File: config.mk
export PLATFORM = sky130hd
export DESIGN_NAME = countdown_counter
export DESIGN_NICKNAME = d
export VERILOG_FILES = /design/src/rtl/countdown_pkg.sv /design/src/rtl/rst_sync.sv /design/src/rtl/countdown_counter.sv
export SDC_FILE = /design/constraint.sdc
export NUM_CORES = 1
export LEC_CHECK = 0
export CORE_AREA = 2 2 39 41
export DETAILED_ROUTE_END_ITERATION = 6
export DIE_AREA = 0 0 41 43
export PLACE_DENSITY = 0.58
export SYNTH_ARGS = -nofsm -noshare
export SYNTH_HDL_FRONTEND = slang
export SYNTH_SLANG_ARGS = --single-unit
File: constraint.sdc
create_clock -name clk -period 0.8 [get_ports clk]
set_input_delay 0.08 -clock clk [delete_from_list [all_inputs] [get_ports clk]]
set_output_delay 0.08 -clock clk [all_outputs]
set_load 0.05 [all_outputs]
File: src/rtl/countdown_pkg.sv
// Shared types and defaults for the loadable countdown timer.
package countdown_pkg;

  typedef enum logic {
    IDLE  = 1'b0,
    COUNT = 1'b1
  } state_t;

  localparam int DEFAULT_WIDTH = 5;

  // Largest value representable in the given width.
  function automatic int default_load(input int width);
    return (1 << width) - 1;
  endfunction

endpackage

File: src/rtl/rst_sync.sv
// Reset synchronizer: asserts asynchronously, releases after two clock edges.
module rst_sync (
  input  logic clk,
  input  logic rst,
  output logic rst_clean
);

  logic [1:0] sync;

  always_ff @(posedge clk or negedge rst) begin
    if (!rst) begin
      sync <= 2'b00;
    end else begin
      sync <= {sync[0], 1'b1};
    end
  end

  assign rst_clean = sync[1];

endmodule

File: src/rtl/countdown_counter.sv
// Down-counter with start/ready handshake: loads LOAD_VALUE on start and counts to zero.
module countdown_counter
  import countdown_pkg::*;
#(
  parameter int WIDTH      = DEFAULT_WIDTH,
  parameter int LOAD_VALUE = default_load(WIDTH)
) (
  input  logic             clk,
  input  logic             rst,
  input  logic             start,
  output logic             ready,
  output logic [WIDTH-1:0] q
);

  localparam logic [WIDTH-1:0] LOAD_Q = LOAD_VALUE[WIDTH-1:0];
  localparam logic [WIDTH-1:0] ONE    = {{(WIDTH-1){1'b0}}, 1'b1};

  logic             rst_clean;
  state_t           state;
  state_t           state_nxt;
  logic [WIDTH-1:0] q_nxt;

  rst_sync u_rst_sync (
    .clk       (clk),
    .rst       (rst),
    .rst_clean (rst_clean)
  );

  always_ff @(posedge clk or negedge rst_clean) begin
    if (!rst_clean) begin
      state <= IDLE;
      q     <= '0;
    end else begin
      state <= state_nxt;
      q     <= q_nxt;
    end
  end

  always_comb begin
    state_nxt = state;
    q_nxt     = q;
    case (state)
      IDLE: begin
        if (start) begin
          q_nxt     = LOAD_Q;
          state_nxt = COUNT;
        end
      end
      COUNT: begin
        // Zero is the floor; the edge that sees zero only returns to idle.
        if (q != '0) begin
          q_nxt = q - ONE;
        end else begin
          state_nxt = IDLE;
        end
      end
      default: state_nxt = IDLE;
    endcase
  end

  assign ready = (state == IDLE);

endmodule

; ---- After elaboration in Yosys (flattened, before gate mapping)
; Cells that the tools add are included.
[classes]
shifts = 0
eq_ne = 2
addsub = 1
magnitude_cmp = 0
bitwise_logic = 1
multipliers = 0
n_reduce_logical = 2
muxes = 6
n_div = 0
[op_table]
columns = op, n
row1 = $mux 5, 2
row2 = $pmux 5 s2, 1
row3 = $reduce_bool 5->1, 1
row4 = $sub 5x1->5 const B, 1
row5 = $mux 1, 2
row6 = $ne 2x1->1 const B, 1
row7 = $ne 2x2->1 const B, 1
row8 = $pmux 1 s2, 1
row9 = $reduce_and 2->1, 1
row10 = $not 1->1, 1
[word_totals]
elab_cells = 15
ramBits = 0
n_memories = 0
latchBits = 0
reg_bits = 8
romBits = 0

; ---- Logic depth before layout (Yosys ltp)
[depth]
word_depth = 3
depth_mapped = 5
ltp_nobuf = 5

; ---- Hierarchy
; A second synthesis with hierarchy kept.
[hier_totals]
cells_unflattened = 29
hier_area_um2 = 340.3
[by_module_without_submodules]
columns = module, n_inst, cells_per_inst, area_each_um2
row1 = countdown_counter, 1, 26, 286.5
row2 = rst_sync, 1, 3, 53.8

; ---- Worst setup path before layout
; Ideal clock, no wire load.
[synth_timing]
path_type = reg-to-reg
from = register q[0]
to = register q[0]
setup_time_ps = 119
stages_incl_launch_ff = 6
slack_ps = -984
required_time_ps = 681
path_buffers = 0
arrival_ps = 1665
path_cell_list = dfrtp_1 > inv_1 > ha_1 > or4b_4 > a21o_1 > o21a_1
[synth_between]
elab_chain_cells = 3
word_cells_on_any_way = 6
cone_classes = add/sub: 1 / eq/ne: 1 / mux: 2 / reduce/logical: 2
[synth_rtl]
columns = item, line_no
row1 = "start, declared", countdown_counter.sv:12  ; output logic [WIDTH-1:0] q
row2 = "start signal, assigned", countdown_counter.sv:35  ; q <= q_nxt;
row3 = $sub 5x1->5 / $reduce_bool 5->1 (equally long branches), "countdown_counter.sv:52, countdown_counter.sv:51"
row4 = $mux 5 / $ne 2x1->1 (equally long branches), -
row5 = $pmux 5 s2 / $reduce_and 2->1 (equally long branches), -
; Parallel ways exist; a longest one is shown, timed or not. The select of a mux whose other input is x is not followed.
; A chain may end at the register's enable or synchronous reset.

; ---- Final worst setup path
[layout_timing]
from = register q[1]
to = register q[0]
[layout_between]
elab_chain_cells = 3
[layout_rtl]
columns = item, line_no
row1 = $reduce_bool 5->1, countdown_counter.sv:51  ; if (q != '0) begin
row2 = $ne 2x1->1 (no line), -
row3 = $reduce_and 2->1 (no line), -
; Every way passes these cells.

==> results.md <==
* Status: finished, violations left
* Violated checks: negative setup slack
* Synth Instances at 29
* Via count at 320
* Clk root buf: clkbuf_4
* Max Transition Viols Final at 0
* Synth Register Bits at 8
* Top cells by area, synth: dfrtp_1 58%, o31ai_1 4.4%, or4b_4 4.0%
* DR WL/cell at 11.5 um
* Synth Area per Inst at 11.9 sq um
* Initial Util at 0.249
* Ys async rst share at 1.00
* Post-DP HPWL at 589 um
* Final WS setup at -0.745 ns
* Post-Syn Area at 344 sq um
* Layout area overhead at 116%
* # setup viols final at 12
* CTS Buf Count at 3
* CTS tree: yes
* Core ar. at 0.00138 sq mm
* Crit path DAT at 1.69 ns
* Via density at 4.51
* CTS max path bufs at 2
* Clk slew on worst S/H paths at 0.06 ns
* Final hold vios at 0
* Vias in the first global route at 334
* Worst r2r src: q[1]
* Clk_lat worst skew at 0.25 ns
* Htree depth at 1
* Layout cells sized above 1 at 0.691
* Synth Net Count at 33
* Peak VDD IR at 0.00161 V
* Setup Skew at 0.00848 ns
* PortBufs at 8
* GR peak layer: met2
* Comb pwr share at 0.712
* N_diodes at 0
* Congestion Overflow GR at 0
* Met1 GRT Util at 0.124
* Sequential fraction of the synthesis area at 0.582
* Clock power frac at 0.091
* Total power per unit cell area at 4760 mW/mm^2
* Crit path max fanout at 2
* Ys Warns at 0
* Yosys top cell area share at 0.582
* # nets final at 60
* Overall Power at 3.53 mW
* Total GRT Usage at 0.115
* Drt pass-1 iters at 3
* Setup CP Type: register to register
* Placer Congestion at 0.706
* Post-route minimum period at 1.54 ns
* # Max-Cap Violations at 0
* Final core occ at 0.536
* CP Launch Type: register
* First-pass GRT wire length at 1.31 mm
* Cell-internal power at 2.08 mW
* Top_reg_cell synth: dfrtp_1
* Area leader, netlist: dfrtp_1
* Remaining antenna violation count after routing at 0
* Seq pwr share at 0.198
* RSZ-0062 raised after global routing: yes
* GR Util met3 at 0.0157
* Worst setup path start: q[1]
* Die Span Y at 43 um
* Wire length after detailed routing at 818 um
* FP Rows at 14
* Switching pwr at 1.45 mW
* Initial antenna violation count at 0
* DRC viols at 0
* Count of cell types in the netlist at 17
* Largest net degree at the start of global routing at 7
* Leak at 0.307 nW
* CP Capture Type: register
* HP Class: register to async pin
* Post-synth EDFFs at 0
* Die ar. at 0.00176 sq mm
* R2R Setup Slk at -0.74 ns
* Grt met2 use at 0.181
* Fmax at 647 MHz
* Die width at 41 um
* Initial DRC Count at 3
* CTS sink cnt at 8
* Sw frac at 0.411
* I/O Pins at 9
* WP data required at 0.94 ns
* Final Cycle Share at 1.93
==> metrics by stage <==
step	std cells	hold slack, ns	cell area (sq um)	TNS, ns	worst slack (ns)
6_report	71	0.0967	742	-5.21	-0.745
5_1_grt	71	0.127	742	-5.62	-0.780
3_3_place_gp	61	0.0887	584	-3.43	-0.702
2_1_floorplan	29	-0.216	364	-3.86	-0.855
3_5_place_dp	61	0.101	584	-3.68	-0.737
4_1_cts	69	0.107	702	-4.93	-0.732
==> cells in the final DEF, fill, tap and decap left out <==
| master | Yosys | routed |
|---|---|---|
| a311oi_2 | 0 | 1 |
| ha_4 | 0 | 1 |
| nand3_1 | 1 | 1 |
| clkinvlp_4 | 0 | 1 |
| nor3_4 | 0 | 1 |
| buf_4 | 0 | 6 |
| nand2_4 | 0 | 1 |
| dfrtp_2 | 0 | 3 |
| o21a_1 | 1 | 1 |
| dfrtp_1 | 8 | 5 |
| a21oi_2 | 0 | 1 |
| dlygate4sd3_1 | 0 | 1 |
| nor3_1 | 2 | 1 |
| inv_2 | 0 | 2 |
| a21o_1 | 1 | 1 |
| clkdlybuf4s50_1 | 0 | 2 |
| nor4b_4 | 0 | 1 |
| o31ai_2 | 0 | 2 |
| conb_1 | 1 | 1 |
| clkbuf_1 | 0 | 1 |
| a21oi_1 | 2 | 1 |
| nor2b_1 | 1 | 1 |
| clkbuf_4 | 0 | 3 |
| buf_6 | 0 | 7 |
| or4b_4 | 1 | 2 |
| buf_12 | 0 | 6 |
| o32a_1 | 1 | 1 |
==> synthesized netlist by cell type, types with 2 or more instances <==
| cell type | n |
|---|---|
| o31ai_1 | 2 |
| nor3_1 | 2 |
| inv_1 | 3 |
| a21oi_1 | 2 |
| dfrtp_1 | 8 |
==> final cells by class <==
class                   instances  area, sq um
clock buffers                   4         26.3
repair buffers                 22          274
multi-input cells              18          203
inverters                       3         15.0
fillers                       117          642
well taps                      16         20.0
flip-flops and latches          8          204
==> critical path, cell delays in order, from the launching register on <==
cell and delay (ns):
dfrtp_2 0.41, inv_2 0.07, ha_4 0.13, or4b_4 0.46
a21o_1 0.21, o21a_1 0.17
==> power groups by stage <==
| stage | registers, mW | clock network (mW) | logic, mW |
|---|---|---|---|
| after global placement | 0.667 | 0 | 1.98 |
| after global routing | 0.711 | 0.352 | 2.64 |
| after detailed placement | 0.682 | 0 | 2.03 |
| after CTS | 0.698 | 0.342 | 2.34 |
| final | 0.698 | 0.321 | 2.51 |
| after floorplan | 1.21 | 0 | 0.432 |
==> worst paths after layout <==
check                                endpoint  depth (start not counted)
min in group clk           u_rst_sync.sync[1]                          0
setup / recovery                         q[0]                          5
hold / removal                           q[0]                          0
hold reg to reg                          q[0]                          0
setup reg to reg                         q[0]                          5
max in group asynchronous  u_rst_sync.sync[1]                          2
==> state kept, by name, summed over array words and instances (netlist names) <==
| name | flops |
|---|---|
| u_rst_sync.sync | 2 |
| state | 1 |
| q | 5 |
==> metal layers <==
layer  vias up  part of all wire  wire length [um]
li1        158                 -                 -
met5         -                 0                 0
met3         0             0.022                18
met1       157              0.42               347
met4         0                 0                 0
met2         5              0.55               452
==> what timing repair did <==
item,CTS,global route
hold buffers,1,0
buffers inserted,3,3
cloned,0,0
endpoints found under the hold margin,2,0
gates resized for setup,13,6
setup endpoints to repair,12,12
pin swaps,3,3
==> logic make-up (layout without fill, tap and decap cells) <==
family,after synthesis,in the layout,share of synthesized area
flip-flops,8,8,0.582
AO/OA/AOI/OAI,8,8,0.171
adder cells (fa/ha/maj),1,1,0.0364
AND/OR/NAND/NOR,8,8,0.167
buffers and inverters,3,29,0.0327
other,1,1,0.0109
Power figures use the tool's default switching activity.
==> RTL change: new RTL, config.mk and constraints unchanged <==
Reset style: synchronous (`rst` and `rst_clean`), changed in 2 clocked blocks. Comments in the files are not updated.
--- a/src/rtl/rst_sync.sv
+++ b/src/rtl/rst_sync.sv
@@ -8,5 +8,5 @@
   logic [1:0] sync;
 
-  always_ff @(posedge clk or negedge rst) begin
+  always_ff @(posedge clk) begin
     if (!rst) begin
       sync <= 2'b00;
--- a/src/rtl/countdown_counter.sv
+++ b/src/rtl/countdown_counter.sv
@@ -27,5 +27,5 @@
   );
 
-  always_ff @(posedge clk or negedge rst_clean) begin
+  always_ff @(posedge clk) begin
     if (!rst_clean) begin
       state <= IDLE;
Function: differs if rst is asserted again (counterexample within 4 cycles, from zero or initial values and one cycle with rst low); with rst held inactive, the same outputs for 10 cycles.
==> RTL change against the unedited design <==
  * The run still ends with setup timing left
  * Sequential cell count did not move
  * Final cell count rose by 5.6%
  * Synthesized cell count rose by 21%
  * Global-route usage rose by 2.1 points
  * Worst setup slack got worse by 20 ps
  * Final area fell by 5.4%
  * Routed wire length rose by 1.5%
  * Hold slack improved by 210 ps
  * Synthesized area fell by 1.1%
  * Critical path type unchanged
  * Critical endpoint is now q[1]$_SDFFE_PN0P_
Power is left out: it rests on default switching activity, and per cell area and clock period it moved more than threefold.
==> RTL change: results (changes against the unedited design) <==
{| class="wikitable"
! Metric !! Value
|-
| Crit Reg-Reg Startpoint || q[1]$_SDFFE_PN0P_
|-
| Pin count of the biggest net entering global routing || 7 (unchanged)
|-
| Post-synthesis sequential area ratio || 47.1% (-11 points)
|-
| Placed wire-length estimate after detailed placement || 619 microns (+5.1%)
|-
| Result of the run || finished with violations
|-
| Final setup skew || 5.38 ps (-3.10 ps)
|-
| Number of distinct library cells after synthesis || 19 (+2)
|-
| Detailed-router iteration count before antenna repair || 4 (+1)
|-
| Ys flop type || dfxtp_1
|-
| Post-route setup TNS || -4730 ps (+482 ps)
|-
| Number of global-route vias before repair || 355 (+6.3%)
|-
| Syn nets || 39 (+18%)
|-
| Antenna violations before repair || 0 (unchanged)
|-
| Wire length of the first global-routing pass || 1530 microns (+17%)
|-
| Detailed-route vias per instance || 4.72 (+4.7%)
|-
| Total routing resource utilization after global routing || 13.6% (+2.1 points)
|-
| Max Fanout on Critical Path || 4 (+2)
|-
| 1st-iter DRT viols || 2 (-1)
|-
| Nets@finish || 64 (+6.7%)
|-
| Final estimated routing congestion in global placement || 0.740 (+4.9%)
|-
| Top cells by count, synth || dfxtp_1, a21oi_1, inv_1, a211oi_1, nand3_1
|-
| Violations in the final reports || setup timing
|-
| Share of final-layout standard cells stronger than drive strength 1 || 67.8% (-1.3 points)
|-
| Count of final setup violators || 12 (unchanged)
|-
| Setup ws final || -765 ps (-20.3 ps)
|-
| Async SR Flop Fraction || 0% (-100 points)
|}
RTL change: changes by cell type after synthesis, sizes merged, moves of 2 or more:
cell / unedited run / this run
and2: 0 / 2
a211oi: 0 / 2
nor3: 2 / 0
dfrtp: 8 / 0
a21oi: 2 / 5
dfxtp: 0 / 8
o31ai: 2 / 0
RTL change: logic make-up after synthesis:
| kind of cell | count (synthesis) | synth area share, % |
|---|---|---|
| simple gates | 12 | 26.5 |
| compound gates | 9 | 16.9 |
| flops | 8 | 47.1 |
| buf+inv | 5 | 5.88 |
| fa+ha+maj | 1 | 3.68 |
RTL change: area by class of cell:
cell class                      instances  area [sq um]
Inverter                                4          23.8
Sequential cell                         8           178
Timing Repair Buffer                   21           251
Fill cell                             133           682
Tap cell                               16          20.0
Clock buffer                            4          26.3
Multi-Input combinational cell         22           203
RTL change: what timing repair did:
item,in CTS,in global routing
setup endpoints to repair,12,12
setup buffers,4,2
pin swaps,9,5
resized for setup,17,2
hold buffers,0,0
RTL change: critical path, stage by stage, from the launching register on:
cell and delay [ps]:
dfxtp_4 350, inv_4 50, ha_4 120, or4b_4 490, and2_4 170, o311a_1 280
RTL change: worst max-delay path by stage:
stage | slack, ps | start | end
2_1_floorplan | -820 | q[1]$_SDFFE_PN0P_ | q[1]$_SDFFE_PN0P_
3_3_place_gp | -750 | q[1]$_SDFFE_PN0P_ | q[1]$_SDFFE_PN0P_
3_5_place_dp | -770 | q[1]$_SDFFE_PN0P_ | q[1]$_SDFFE_PN0P_
4_1_cts | -770 | q[1]$_SDFFE_PN0P_ | q[1]$_SDFFE_PN0P_
5_1_grt | -810 | q[1]$_SDFFE_PN0P_ | q[0]$_SDFFE_PN0P_
6_report | -770 | q[1]$_SDFFE_PN0P_ | q[1]$_SDFFE_PN0P_
RTL change: per-stage QoR:
step | worst slack (ps) | hold WS [ps] | cells
finish | -765 | 305 | 75
global route | -811 | 295 | 75
CTS | -766 | 295 | 75
detailed placement | -775 | 415 | 68
global placement | -746 | 411 | 68
floorplan | -822 | 108 | 35
RTL change: per-layer routing:
metal | wire length, microns | part of all wire (%) | GRT usage, %
met1 | 312 | 38 | 14.9
met2 | 458 | 55 | 21.3
met3 | 41 | 4.9 | 6.28
met4 | 17 | 2.0 | 6.00
met5 | 0 | 0 | 0
